**src/rtl/esfa_program_sequencer_pkg.sv**
```systemverilog
// ----------------------------------------------------------------------------
// esfa_seq_pkg -- shared instruction layout, ESFA operand types, FSM states. Rev 1.0
// ----------------------------------------------------------------------------
`default_nettype none

package esfa_seq_pkg;

  localparam int c_INSTR_W      = 56;
  localparam int c_ESFA_DATA_W  = 8;

  localparam int c_BIT_WRITE    = 0;
  localparam int c_LSB_INDEX    = 8;
  localparam int c_LSB_VALUE    = 16;
  localparam int c_LSB_META     = 24;
  localparam int c_BIT_IS_META  = 32;
  localparam int c_LSB_SEL      = 40;
  localparam int c_BIT_ASSERT   = 48;
  localparam int c_BIT_HALT     = 49;

  typedef logic [c_INSTR_W-1:0]     instr_word_t;
  typedef logic [c_ESFA_DATA_W-1:0] esfa_data_t;

  typedef enum logic [2:0] {
    ST_IDLE  = 3'd0,
    ST_FETCH = 3'd1,
    ST_LOAD  = 3'd2,
    ST_EXEC  = 3'd3,
    ST_WAIT  = 3'd4,
    ST_CHECK = 3'd5,
    ST_DONE  = 3'd6
  } seq_state_t;

  typedef struct packed {
    logic       write;
    esfa_data_t index;
    esfa_data_t value;
    esfa_data_t metadata;
    logic       is_metadata;
    esfa_data_t selector;
    logic       is_assert;
    logic       halt;
  } instr_t;

endpackage

`default_nettype wire

```
**src/rtl/esfa_program_sequencer_if.sv**
```systemverilog
// ----------------------------------------------------------------------------
// esfa_program_sequencer_if -- ROM fetch and ESFA write/query bus. Rev 1.0
// ----------------------------------------------------------------------------
`default_nettype none

interface esfa_program_sequencer_if
  import esfa_seq_pkg::*;
#(
  parameter int ADDR_W = 8
);
  logic [ADDR_W-1:0] rom_addr;
  instr_word_t       rom_data;
  logic              esfa_will_write;
  esfa_data_t        esfa_new_index;
  esfa_data_t        esfa_new_value;
  esfa_data_t        esfa_metadata;
  logic              esfa_is_metadata;
  esfa_data_t        esfa_selector;
  logic              esfa_result_bool;
  esfa_data_t        esfa_result_value;

  modport master (
    output rom_addr,
    input  rom_data,
    output esfa_will_write, esfa_new_index, esfa_new_value,
    output esfa_metadata, esfa_is_metadata, esfa_selector,
    input  esfa_result_bool, esfa_result_value
  );

  modport slave (
    input  rom_addr,
    output rom_data,
    input  esfa_will_write, esfa_new_index, esfa_new_value,
    input  esfa_metadata, esfa_is_metadata, esfa_selector,
    output esfa_result_bool, esfa_result_value
  );
endinterface

`default_nettype wire

```
**src/rtl/esfa_instr_decode.sv**
```systemverilog
// ----------------------------------------------------------------------------
// esfa_instr_decode -- combinational field extraction from the instruction register. Rev 1.0
// ----------------------------------------------------------------------------
`default_nettype none

module esfa_instr_decode
  import esfa_seq_pkg::*;
(
  input  instr_word_t ir_i,
  output instr_t      instr_o
);

  logic w_unused_reserved;

  always_comb begin
    instr_o             = '0;
    instr_o.write       = ir_i[c_BIT_WRITE];
    instr_o.index       = ir_i[c_LSB_INDEX +: c_ESFA_DATA_W];
    instr_o.value       = ir_i[c_LSB_VALUE +: c_ESFA_DATA_W];
    instr_o.metadata    = ir_i[c_LSB_META  +: c_ESFA_DATA_W];
    instr_o.is_metadata = ir_i[c_BIT_IS_META];
    instr_o.selector    = ir_i[c_LSB_SEL   +: c_ESFA_DATA_W];
    instr_o.is_assert   = ir_i[c_BIT_ASSERT];
    instr_o.halt        = ir_i[c_BIT_HALT];
  end

  // Reserved bits are deliberately ignored.
  assign w_unused_reserved = ^{ir_i[7:1], ir_i[39:33], ir_i[55:50]};

endmodule

`default_nettype wire

```
**src/rtl/esfa_program_sequencer.sv**
```systemverilog
// ----------------------------------------------------------------------------
// esfa_program_sequencer -- fetches, decodes and runs ESFA test programs from ROM. Rev 1.0
// ----------------------------------------------------------------------------
`default_nettype none

module esfa_program_sequencer
  import esfa_seq_pkg::*;
#(
  parameter int ADDR_W    = 8,
  parameter int LAST_ADDR = 255,
  parameter int ESFA_LAT  = 1
)(
  input  logic                 clk,
  input  logic                 rst_n,
  input  logic                 start,
  esfa_program_sequencer_if.master bus,
  output logic                 busy,
  output logic                 done,
  output logic                 pass,
  output logic [ADDR_W-1:0]    fail_addr,
  output logic [ADDR_W:0]      instr_count
);

  localparam logic [ADDR_W-1:0] c_LAST      = ADDR_W'(LAST_ADDR);
  localparam logic [2:0]        c_WAIT_INIT = 3'((ESFA_LAT > 1) ? ESFA_LAT - 2 : 0);

  seq_state_t        state_q;
  logic [ADDR_W-1:0] pc_q;
  instr_word_t       ir_q;
  logic              will_write_q;
  logic              busy_q;
  logic              done_q;
  logic              pass_q;
  logic [ADDR_W-1:0] fail_addr_q;
  logic [ADDR_W:0]   instr_count_q;
  logic [2:0]        wait_cnt_q;

  instr_t w_instr;
  logic   w_match;
  logic   w_complete;
  logic   w_finish;

  esfa_instr_decode u_decode (
    .ir_i    (ir_q),
    .instr_o (w_instr)
  );

  assign w_match    = (bus.esfa_result_bool == w_instr.is_metadata) &&
                      (bus.esfa_result_value == w_instr.metadata);
  assign w_complete = ((state_q == ST_EXEC) && !w_instr.is_assert) ||
                      ((state_q == ST_CHECK) && w_match);
  assign w_finish   = w_instr.halt || (pc_q == c_LAST);

  always_ff @(posedge clk or negedge rst_n) begin
    if (!rst_n) begin
      state_q       <= ST_IDLE;
      pc_q          <= '0;
      ir_q          <= '0;
      will_write_q  <= 1'b0;
      busy_q        <= 1'b0;
      done_q        <= 1'b0;
      pass_q        <= 1'b0;
      fail_addr_q   <= '0;
      instr_count_q <= '0;
      wait_cnt_q    <= '0;
    end else begin
      will_write_q <= 1'b0;
      case (state_q)
        ST_IDLE, ST_DONE: begin
          if (start) begin
            pc_q          <= '0;
            instr_count_q <= '0;
            done_q        <= 1'b0;
            pass_q        <= 1'b0;
            fail_addr_q   <= '0;
            busy_q        <= 1'b1;
            state_q       <= ST_FETCH;
          end
        end
        ST_FETCH: state_q <= ST_LOAD;
        ST_LOAD: begin
          ir_q         <= bus.rom_data;
          // Asserts never write, even with the write bit set.
          will_write_q <= bus.rom_data[c_BIT_WRITE] & ~bus.rom_data[c_BIT_ASSERT];
          state_q      <= ST_EXEC;
        end
        ST_EXEC: begin
          if (w_instr.is_assert) begin
            if (ESFA_LAT > 1) begin
              wait_cnt_q <= c_WAIT_INIT;
              state_q    <= ST_WAIT;
            end else begin
              state_q    <= ST_CHECK;
            end
          end
        end
        ST_WAIT: begin
          if (wait_cnt_q == 3'd0) state_q <= ST_CHECK;
          else                    wait_cnt_q <= wait_cnt_q - 3'd1;
        end
        ST_CHECK: begin
          if (!w_match) begin
            pass_q      <= 1'b0;
            fail_addr_q <= pc_q;
            done_q      <= 1'b1;
            busy_q      <= 1'b0;
            state_q     <= ST_DONE;
          end
        end
        default: state_q <= ST_IDLE;
      endcase

      // Shared completion path for plain instructions and matching asserts.
      if (w_complete) begin
        instr_count_q <= instr_count_q + (ADDR_W+1)'(1);
        if (w_finish) begin
          pass_q  <= 1'b1;
          done_q  <= 1'b1;
          busy_q  <= 1'b0;
          state_q <= ST_DONE;
        end else begin
          pc_q    <= pc_q + ADDR_W'(1);
          state_q <= ST_FETCH;
        end
      end
    end
  end

  assign bus.rom_addr         = pc_q;
  assign bus.esfa_will_write  = will_write_q;
  assign bus.esfa_new_index   = w_instr.index;
  assign bus.esfa_new_value   = w_instr.value;
  assign bus.esfa_metadata    = w_instr.metadata;
  assign bus.esfa_is_metadata = w_instr.is_metadata;
  assign bus.esfa_selector    = w_instr.selector;

  assign busy        = busy_q;
  assign done        = done_q;
  assign pass        = pass_q;
  assign fail_addr   = fail_addr_q;
  assign instr_count = instr_count_q;

endmodule

`default_nettype wire

```
**src/flat_wrapper.sv**
```systemverilog
// flat-port wrapper written by rule: the top's interface ports become plain ports
module esfa_program_sequencer_flat import esfa_seq_pkg::*;
#(
  parameter int ADDR_W    = 8,
  parameter int LAST_ADDR = 255,
  parameter int ESFA_LAT  = 1
)
  (clk, rst_n, start, busy, done, pass, fail_addr, instr_count, bus_rom_addr, bus_rom_data, bus_esfa_will_write, bus_esfa_new_index, bus_esfa_new_value, bus_esfa_metadata, bus_esfa_is_metadata, bus_esfa_selector, bus_esfa_result_bool, bus_esfa_result_value);
  esfa_program_sequencer_if #(.ADDR_W(ADDR_W)) bus_i ();
  input  logic clk;
  input  logic rst_n;
  input  logic start;
  output logic busy;
  output logic done;
  output logic pass;
  output logic [ADDR_W-1:0] fail_addr;
  output logic [ADDR_W:0] instr_count;
  output wire logic [$bits(bus_i.rom_addr)-1:0] bus_rom_addr;
  input wire logic [$bits(bus_i.rom_data)-1:0] bus_rom_data;
  output wire logic [$bits(bus_i.esfa_will_write)-1:0] bus_esfa_will_write;
  output wire logic [$bits(bus_i.esfa_new_index)-1:0] bus_esfa_new_index;
  output wire logic [$bits(bus_i.esfa_new_value)-1:0] bus_esfa_new_value;
  output wire logic [$bits(bus_i.esfa_metadata)-1:0] bus_esfa_metadata;
  output wire logic [$bits(bus_i.esfa_is_metadata)-1:0] bus_esfa_is_metadata;
  output wire logic [$bits(bus_i.esfa_selector)-1:0] bus_esfa_selector;
  input wire logic [$bits(bus_i.esfa_result_bool)-1:0] bus_esfa_result_bool;
  input wire logic [$bits(bus_i.esfa_result_value)-1:0] bus_esfa_result_value;
  assign bus_rom_addr = bus_i.rom_addr;
  assign bus_i.rom_data = bus_rom_data;
  assign bus_esfa_will_write = bus_i.esfa_will_write;
  assign bus_esfa_new_index = bus_i.esfa_new_index;
  assign bus_esfa_new_value = bus_i.esfa_new_value;
  assign bus_esfa_metadata = bus_i.esfa_metadata;
  assign bus_esfa_is_metadata = bus_i.esfa_is_metadata;
  assign bus_esfa_selector = bus_i.esfa_selector;
  assign bus_i.esfa_result_bool = bus_esfa_result_bool;
  assign bus_i.esfa_result_value = bus_esfa_result_value;
  esfa_program_sequencer #(.ADDR_W(ADDR_W), .LAST_ADDR(LAST_ADDR), .ESFA_LAT(ESFA_LAT)) u_core (.clk(clk), .rst_n(rst_n), .start(start), .bus(bus_i), .busy(busy), .done(done), .pass(pass), .fail_addr(fail_addr), .instr_count(instr_count));
endmodule
```
**config.mk**
```make
export PLATFORM = sky130hd
export DESIGN_NAME = esfa_program_sequencer_flat
export DESIGN_NICKNAME = d
export VERILOG_FILES = /design/src/rtl/esfa_program_sequencer_pkg.sv /design/src/rtl/esfa_program_sequencer_if.sv /design/src/rtl/esfa_instr_decode.sv /design/src/rtl/esfa_program_sequencer.sv /design/src/flat_wrapper.sv
export SDC_FILE = /design/constraint.sdc
export NUM_CORES = 1
export LEC_CHECK = 0
export BUFFER_PORTS_ARGS = -buffer_cell sky130_fd_sc_hd__buf_2
export CORE_MARGIN = 2
export CORE_UTILIZATION = 45
export CTS_CLUSTER_DIAMETER = 120
export DETAILED_ROUTE_END_ITERATION = 10
export PLACE_DENSITY = 0.72
export SYNTH_ARGS = -nofsm -noshare
export SYNTH_HDL_FRONTEND = slang
export SYNTH_SLANG_ARGS = --single-unit
```
**constraint.sdc**
```tcl
create_clock -name clk -period 4.1 [get_ports clk]
set_input_delay 0.615 -clock clk [delete_from_list [all_inputs] [get_ports clk]]
set_output_delay 0.615 -clock clk [all_outputs]
set_load 0.01 [all_outputs]
```
* After elaboration in Yosys (flattened, before gate mapping) *
Cells that the tools add are included.
Widths: inputs -> output; s select.

word-level totals
  register bits after elaboration = 85
  bits of input ports = 68
  word-level logic and storage cells = 80

cells by class
  add/sub/neg operators = 3
  eq/ne operators = 15
  mux-type cells = 33
  bitwise operators = 3
  reduce and logical (&&, ||, !) cells = 16

operators with widths
  operator             count
  $mux 8               6
  $mux 9               3
  $mux 3               6
  $pmux 3 s6           1
  $pmux 8 s2           1
  $mux 1               13
  $add 9x1->9 const B  1
  $eq 3x3->1 const B   3
  $add 8x1->8 const B  1
  $eq 8x8->1           1
  $eq 8x8->1 const B   1
  $eq 3x2->1 const B   2
  $logic_not 3->1      2
  $ne 3x1->1 const B   2
  $pmux 1 s2           3
  $reduce_bool 2->1    3
  $ne 2x2->1 const B   2
  $reduce_and 2->1     2
  $reduce_and 4->1     1
  $eq 3x1->1 const B   1
  $logic_and 1x1->1    3
  $ne 3x2->1 const B   1
  $ne 3x3->1 const B   1
  $reduce_and 3->1     1
  other kinds (7)      9

* Depth between registers and ports, before layout *
Gate-level depths: netlist of run 1.

  depth after elaboration = 6
  depth in mapped cells = 8
  mapped depth without buffers = 7

* Cells and area by module *
A second synthesis of run 1 with hierarchy kept.

second synthesis, totals
  cells, all modules = 371
  area total of the unflattened synthesis = 4272.8 µm²

by module, submodules not included
  module                  times used  cells each  area each (µm²)  seq. area each (µm²)
  esfa_program_sequencer  1           335         4002.6           2277.2
  esfa_instr_decode       1           36          270.3            0.0

* Worst setup path after synthesis of run 1 *
Ideal clock, no wire load.

  kind = register to register
  from = register u_core.pc_q[0], in the netlist u_core.bus.rom_addr[0]
  to = register u_core.state_q[2]
  setup time = 126 ps
  arrival time = 2139 ps
  path slack = 1835 ps
  stages on the path, launching flop included = 8
  path buffers = 1
  period minus slack after synthesis = 2265 ps
  path through = dfrtp_1 ha_1 and3_1 buf_6 a41o_1 or4_4 and4_1 a221o_1

between the ends
  cells in the longest elaborated chain, start to end = 4

RTL lines
  element                   line                           source
  start: declaration        esfa_program_sequencer.sv:28   logic [ADDR_W-1:0] pc_q;
  start signal: assignment  esfa_program_sequencer.sv:122  pc_q <= pc_q + ADDR_W'(1);
  $eq 8x8->1                esfa_program_sequencer.sv:52   assign w_finish = w_instr.halt || (pc_q == c_LAST);
  $logic_or 1x1->1          esfa_program_sequencer.sv:52
  $mux 3                    esfa_program_sequencer.sv:116  if (w_finish) begin
  $mux 3                    esfa_program_sequencer.sv:114  if (w_complete) begin
  end signal: assignment    esfa_program_sequencer.sv:56   state_q <= ST_IDLE;
  end signal: assignment    esfa_program_sequencer.sv:120  state_q <= ST_DONE;
  end signal: assignment    esfa_program_sequencer.sv:123  state_q <= ST_FETCH;
  end: declaration          esfa_program_sequencer.sv:27   seq_state_t state_q;

Every way passes these cells.
A chain may end at the register's enable or synchronous reset.

* Final worst setup path of run 1 *
Same ends and word-level chain as after synthesis.

==> impl_metrics.py, run 1 <==
metrics = {
    "outcome": {
        "status": "finished, final reports clean",
    },
    "cells_and_area": {
        "area_delta_synth_final_pct": 17.47,
        "fin_nets": 468,
        "final_layout_size_suffix_gt1_share_pct": 42.64,
        "layout_commonest_cell": "buf_2",
        "mostFrequentLayoutCells": "buf_2 (109), dfrtp_1 (70), mux2_2 (37)",
        "antenna_cells": 0,
    },
    "sta": {
        "drv_slew": 0,
        "finClkSkew_ps": 7.187,
        "hold_ws_ps": 415.5,
        "relSlewSlack_pct": 37.43,
        "worst_slew_pin_slew_ps": 936.4,
        "setup_violations": 0,
        "fin_crit_ps": 2484,
        "fin_ws_ps": 1616,
        "fmax_ghz": 0.4026,
        "fin_crit_sh_pct": 60.58,
        "hold_viol": 0,
        "grt_setup_unrepaired": "false",
        "setup-tns-final_ps": 0,
    },
    "clock_tree": {
        "clock_latency_ps": 330,
        "cts_tree": "built",
        "cts_hold_buf": 0,
        "clkSlewWorstSetupHoldPaths_ps": 70,
        "clock-root-buffer": "clkbuf_8",
        "post_cts_resized": 0,
        "numCtsBuffers": 9,
        "clockBufferDepth": 2,
        "cts_num_sinks": 70,
        "cts_setup_buffers": 0,
        "htree_num_levels": 3,
    },
    "yosys": {
        "synth.area.top_cells": "dfrtp_1 (49%), mux2_2 (12%), buf_4 (7.2%), xnor2_1 (2.7%), nand3_1 (2.0%)",
        "synth_edf_count": 0,
        "seq_area_frac_synth_pct": 49.12,
        "ys_types": 52,
        "synth_nets": 392,
        "synthArstFlopShare_pct": 100.0,
        "synth_area_leader_cell": "dfrtp_1",
        "syn_area_per_cell_um2": 11.14,
        "synthCells": 320,
        "syn_area_um2": 3566,
        "synth_top_area_share_pct": 49.12,
        "synthFlopType": "dfrtp_1",
        "yosys_warnings": 0,
        "synth_seq_cells": 70,
    },
    "global_route": {
        "grt_pass1_wl_um": 12030,
        "grt_pass1_vias": 2547,
        "antenna_found_initial": 0,
        "grt_max_degree": 44,
        "overflow": 0,
        "grtUsageTotal_pct": 17.44,
    },
    "worst_setup_path": {
        "cp-end-kind": "flip-flop",
        "max_stage_delay_ps": 710,
        "path_class": "reg -> reg",
        "worstPathCellList": "ha_1, and3_1, a41oi_1, nand2_1, and4_1, a221o_1",
        "cp.arrival_ps": 2700,
        "crit_slowest_cell": "a41oi_1",
        "cp-start-kind": "flip-flop",
        "worstPathMaxFanout": 9,
        "worstPathRequired_ps": 4320,
    },
    "floorplan": {
        "num_io_pins": 130,
        "die_height_um": 93.02,
        "core_area_um2": 7687,
        "die-area_um2": 8653,
        "die_x_um": 93.02,
        "initial_core_util_pct": 46.39,
        "placementRows": 32,
    },
    "place": {
        "place_congestion": 0.8464,
        "dp_hpwl_um": 5151,
        "pre_cts_slack_ps": 1564,
        "port_buffers": 109,
    },
    "route": {
        "drt_first_iter_violations": 55,
        "ant_nets": 0,
        "vias": 2626,
        "first_pass_iters": 4,
        "remaining_drc_errors": 0,
        "postRouteWirelength_um": 7134,
        "wl_per_cell_um": 14.18,
        "post_drt_via_cell_ratio": 5.221,
    },
    "job": {
        "cap_viol_max_count": 0,
    },
    "power_and_ir_drop": {
        "power.density_nw_per_um2": 674.1,
        "ir_worst_vdd_uv": 331.4,
        "p_leak_nw": 2.043,
    },
    "min_path": {
        "worstHoldPathType": "in -> async",
    },
}
routing by layer:
metal | vias up | track usage, % | wire length, um
met3 | 9 | 4.432 | 446
li1 | 1259 | - | -
met5 | - | 0 | 0
met1 | 1280 | 22.71 | 3123
met4 | 0 | 6.740 | 112
met2 | 78 | 28.08 | 3452
stage by stage:
step | utilization [%] | instance area (um^2) | cells | total power, mW
CTS | 54.49 | 4189 | 503 | 2.864
detailed placement | 51.45 | 3955 | 487 | 2.215
finish | 54.49 | 4189 | 503 | 2.824
global route | 54.49 | 4189 | 503 | 3.012
global placement | 51.45 | 3955 | 487 | 2.179
floorplan | - | 3566 | 320 | 2.056
Yosys cell counts, types with 2 or more instances:
cell type,count
nor2b_1,4
a21oi_1,4
nand3_1,14
a221o_1,2
a21o_1,3
o21ai_1,9
nor4bb_1,2
nand4_1,4
and3_1,3
or4_1,2
buf_4,34
inv_1,13
mux2_2,37
mux2_1,5
clkbuf_1,5
a211oi_1,2
ha_1,4
and2_1,3
o221ai_1,6
a31oi_1,3
dfrtp_1,70
a22oi_1,2
nand2_1,13
nand2b_1,2
nor3_1,6
buf_2,7
o22ai_1,2
nor2_1,16
o21ai_0,6
mux2i_1,5
xnor2_1,11
path summary, 6_finish.rpt:
path | cells past startpoint | end | slack [ps] | start
worst max-delay path | 6 | u_core.state_q[2] | 1620 | u_core.bus.rom_addr[0]
worst min-delay path | 1 | u_core.bus.rom_addr[7] | 420 | rst_n
worst max register to register | 6 | u_core.state_q[2] | 1620 | u_core.bus.rom_addr[0]
worst min register to register | 1 | u_core.pass | 480 | u_core.pass
max in group asynchronous | 2 | u_core.ir_q[25] | 2770 | rst_n
min in group clk | 2 | u_core.bus.esfa_will_write | 450 | bus_rom_data[48]
registers in the layout, summed over array words and instances, names as in the netlist:
name,cells
u_core.ir_q,35
u_core.instr_count,9
u_core.bus.rom_addr,8
u_core.fail_addr,8
u_core.state_q,3
u_core.wait_cnt_q,3
u_core.bus.esfa_will_write,1
u_core.busy,1
u_core.done,1
u_core.pass,1
critical path, delay by kind of cell (launching register included):
kind                     cells  cell delay (ps)
AND/OR/NAND/NOR              3              710
adder cells (fa/ha/maj)      1              250
AO/OA/AOI/OAI                2              960
flip-flops                   1              460
cell families after synthesis:
| group | share of synthesized area, % |
|---|---|
| mux | 14.67 |
| simple gates | 11.97 |
| xor+xnor | 2.702 |
| fa+ha+maj | 1.404 |
| flops | 49.12 |
| compound gates | 9.790 |
| buf+inv | 10.35 |
cell type report:
cell class,instances,area (um^2)
Fill cell,713,3498
Timing Repair Buffer,112,568.0
Multi-Input combinational cell,190,1459
Clock inverter,3,65.06
Sequential cell,70,1752
Inverter,13,48.80
Clock buffer,13,168.9
Tap cell,102,127.6
where the power goes:
group          total, mW  switching [mW]  internal, mW  leakage (nW)
clock network      0.639           0.247         0.392         0.120
logic               1.07           0.526         0.543          1.04
registers           1.12           0.189         0.927         0.886
(Power assumes the default switching activity.)
==> run 2, diff against run 1 <==
--- a/config.mk
+++ b/config.mk
@@ -5,12 +5,13 @@
 export SDC_FILE = /design/constraint.sdc
 export NUM_CORES = 1
 export LEC_CHECK = 0
+export ABC_AREA = 1
 export BUFFER_PORTS_ARGS = -buffer_cell sky130_fd_sc_hd__buf_2
 export CORE_MARGIN = 2
 export CORE_UTILIZATION = 45
 export CTS_CLUSTER_DIAMETER = 120
 export DETAILED_ROUTE_END_ITERATION = 10
-export PLACE_DENSITY = 0.72
+export PLACE_DENSITY = 0.71
 export SYNTH_ARGS = -nofsm -noshare
 export SYNTH_HDL_FRONTEND = slang
 export SYNTH_SLANG_ARGS = --single-unit
==> constraint.sdc (replaced) <==
create_clock -name clk -period 2.5 [get_ports clk]
set_input_delay 0.375 -clock clk [delete_from_list [all_inputs] [get_ports clk]]
set_output_delay 0.375 -clock clk [all_outputs]
set_load 0.01 [all_outputs]
==> run 2 against run 1 <==
Sequential share of layout area down 0.63 points. Clock skew up 3.0 ps. Wire length down 3.9%. Non-clock buffer count up 1. First-iteration DRC count up 24%. Sequential power up 58%. Hold slack worse by 410 ps. Critical endpoint is now u_core.state_q[0].
==> impl_metrics.py, run 2 <==
metrics = {
    "route": {
        "postRouteWirelength_um": 6857,
        "vias": 2649,
        "first_pass_iters": 5,
        "drt_first_iter_violations": 68,
        "wl_per_cell_um": 12.07,
        "post_drt_via_cell_ratio": 4.664,
        "remaining_drc_errors": 0,
        "ant_nets": 0,
    },
    "sta": {
        "finClkSkew_ps": 10.23,
        "fmax_ghz": 0.5931,
        "hold_viol": 0,
        "worst_slew_pin_slew_ps": 540.0,
        "setup_violations": 0,
        "fin_crit_ps": 1686,
        "grt_setup_unrepaired": "false",
        "relSlewSlack_pct": 64.00,
        "drv_slew": 0,
        "fin_crit_sh_pct": 67.45,
        "setup-tns-final_ps": 0,
        "fin_ws_ps": 813.9,
    },
    "job": {
        "cap_viol_max_count": 0,
    },
    "floorplan": {
        "num_io_pins": 130,
        "die_x_um": 93.84,
        "die-area_um2": 8806,
        "placementRows": 32,
        "initial_core_util_pct": 46.76,
        "core_area_um2": 7767,
        "die_height_um": 93.84,
    },
    "yosys": {
        "synth.area.top_cells": "dfrtp_1 (48%), nand2_1 (11%), mux2_2 (9.6%), buf_4 (6.6%), inv_1 (2.7%)",
        "synthCells": 378,
        "synth_seq_cells": 70,
        "yosys_warnings": 0,
        "synth_common_cells": "nand2_1 (102), dfrtp_1 (70), buf_4 (32)",
        "synth_area_leader_cell": "dfrtp_1",
        "syn_area_per_cell_um2": 9.609,
        "syn_area_um2": 3632,
        "synth_top_area_share_pct": 48.23,
        "synthArstFlopShare_pct": 100.0,
        "synth_most_common_cell": "nand2_1",
        "synth_nets": 450,
        "synth_edf_count": 0,
        "ys_types": 32,
        "synthFlopType": "dfrtp_1",
        "seq_area_frac_synth_pct": 48.23,
    },
    "clock_tree": {
        "post_cts_resized": 0,
        "clock-root-buffer": "clkbuf_8",
        "clock_latency_ps": 340,
        "clockBufferDepth": 2,
        "cts_hold_buf": 0,
        "cts_tree": "built",
        "numCtsBuffers": 9,
        "cts_setup_buffers": 0,
        "cts_num_sinks": 70,
        "clkSlewWorstSetupHoldPaths_ps": 80,
        "htree_num_levels": 3,
    },
    "place": {
        "port_buffers": 109,
        "place_congestion": 0.7804,
        "placed_area_um2": 4023,
        "dp_hpwl_um": 5198,
        "pre_cts_slack_ps": 748.0,
    },
    "power_and_ir_drop": {
        "seqPwrFrac_pct": 38.1,
        "clkPwrFrac_pct": 22.4,
        "power.density_nw_per_um2": 1090,
        "p_sw_mw": 1.693,
        "ir_worst_vdd_uv": 376.0,
        "total_power_mw": 4.634,
        "swShare_pct": 36.54,
        "p_leak_nw": 2.194,
        "combPwrFrac_pct": 39.5,
        "internal_power_mw": 2.941,
    },
    "global_route": {
        "antenna_found_initial": 0,
        "grtUsageTotal_pct": 16.58,
        "overflow": 0,
        "grt_max_degree": 33,
        "grt_pass1_wl_um": 11350,
        "grt_pass1_vias": 2539,
    },
    "worst_setup_path": {
        "cp-startpoint": "u_core.ir_q[24]",
        "worstPathRequired_ps": 2730,
        "worstPathCellList": "xnor2_1, nand2_1, nor2_1, nand3_4, nand2_8, nand2_2, nand2_1, nor2_1",
        "path_class": "reg -> reg",
        "r2r_slack_ps": 810,
        "r2r_start": "u_core.ir_q[24]",
        "worstPathMaxFanout": 26,
        "max_stage_delay_ps": 410,
        "cp.arrival_ps": 1910,
        "crit_slowest_cell": "dfrtp_1",
        "cp-end-kind": "flip-flop",
        "cp-start-kind": "flip-flop",
    },
    "cells_and_area": {
        "layout_commonest_cell": "buf_2",
        "regMostFlops": "u_core.ir_q",
        "antenna_cells": 0,
        "stdcell_area_um2": 4253,
        "mostFrequentLayoutCells": "buf_2 (109), nand2_1 (102), dfrtp_1 (70)",
        "fin_nets": 533,
        "final_layout_size_suffix_gt1_share_pct": 39.91,
        "area_delta_synth_final_pct": 17.09,
        "fin_util_pct": 54.75,
        "largest_reg_flops": 35,
    },
    "min_path": {
        "worstHoldPathType": "in -> async",
    },
    "outcome": {
        "status": "finished, final reports clean",
    },
}
==> run 2: cell count changes in the layout (fill, tap and decap cells not counted), moves of 4 or more <==
| cell | previous run | this run |
|---|---|---|
| nand2_1 | 13 | 102 |
| mux2i_1 | 5 | 0 |
| o21ai_1 | 9 | 3 |
| xor2_1 | 0 | 7 |
| nor2_1 | 15 | 21 |
| nor2b_1 | 4 | 0 |
| o221ai_1 | 6 | 0 |
| o21ai_0 | 6 | 13 |
| mux2_1 | 5 | 0 |
| o21ai_2 | 1 | 8 |
| inv_1 | 13 | 26 |
| mux2_2 | 37 | 31 |
| nor3_1 | 6 | 0 |
==> run 2: final cells by class <==
type / count / area (um^2)
Inverter: 29 / 108.9
Sequential cell: 70 / 1752
Fill cell: 724 / 3515
Clock inverter: 6 / 92.59
Tap cell: 102 / 127.6
Multi-Input combinational cell: 238 / 1446
Clock buffer: 10 / 137.6
Timing Repair Buffer: 113 / 588.1
==> run 2: worst max-delay path: cells and delay by family (launching register included) <==
kind | cells | cell delay [ps]
XOR/XNOR | 1 | 210
flip-flops | 1 | 410
AND/OR/NAND/NOR | 7 | 960
==> run 2: layer usage <==
layer,GRT usage (%),share of wire (%),vias up
li1,-,-,1331
met1,19.88,44,1217
met2,28.15,46,91
met3,4.655,7.9,10
met4,6.522,1.7,0
met5,0,0,-
==> run 2: kinds of logic after synthesis <==
group | after synthesis | synth area share [%]
xor+xnor | 16 | 3.858
simple gates | 157 | 19.98
flops | 70 | 48.23
buf+inv | 70 | 11.95
compound gates | 30 | 4.995
mux | 31 | 9.611
fa+ha+maj | 4 | 1.378
==> run 2: worst paths after layout <==
path,endpoint,depth (start not counted)
max in group asynchronous,u_core.instr_count[4],2
max,u_core.state_q[0],8
max reg2reg,u_core.state_q[0],8
min in group clk,u_core.bus.esfa_will_write,2
min,u_core.ir_q[10],1
min reg2reg,u_core.pass,2
==> run 2: power by group through the flow <==
stage | combinational, mW | sequential, mW | clock, mW
6_report | 1.83 | 1.77 | 1.04
5_1_grt | 2.06 | 1.83 | 1.11
4_1_cts | 1.87 | 1.77 | 1.07
3_5_place_dp | 1.87 | 1.79 | 0
3_3_place_gp | 1.82 | 1.77 | 0
2_1_floorplan | 1.69 | 1.79 | 0
==> run 2: metrics by stage <==
stage	cells	hold slack (ps)
4_1_cts	568	11.24
5_1_grt	568	31.47
3_5_place_dp	552	387.6
6_report	568	4.082
2_1_floorplan	378	79.41
3_3_place_gp	552	386.8
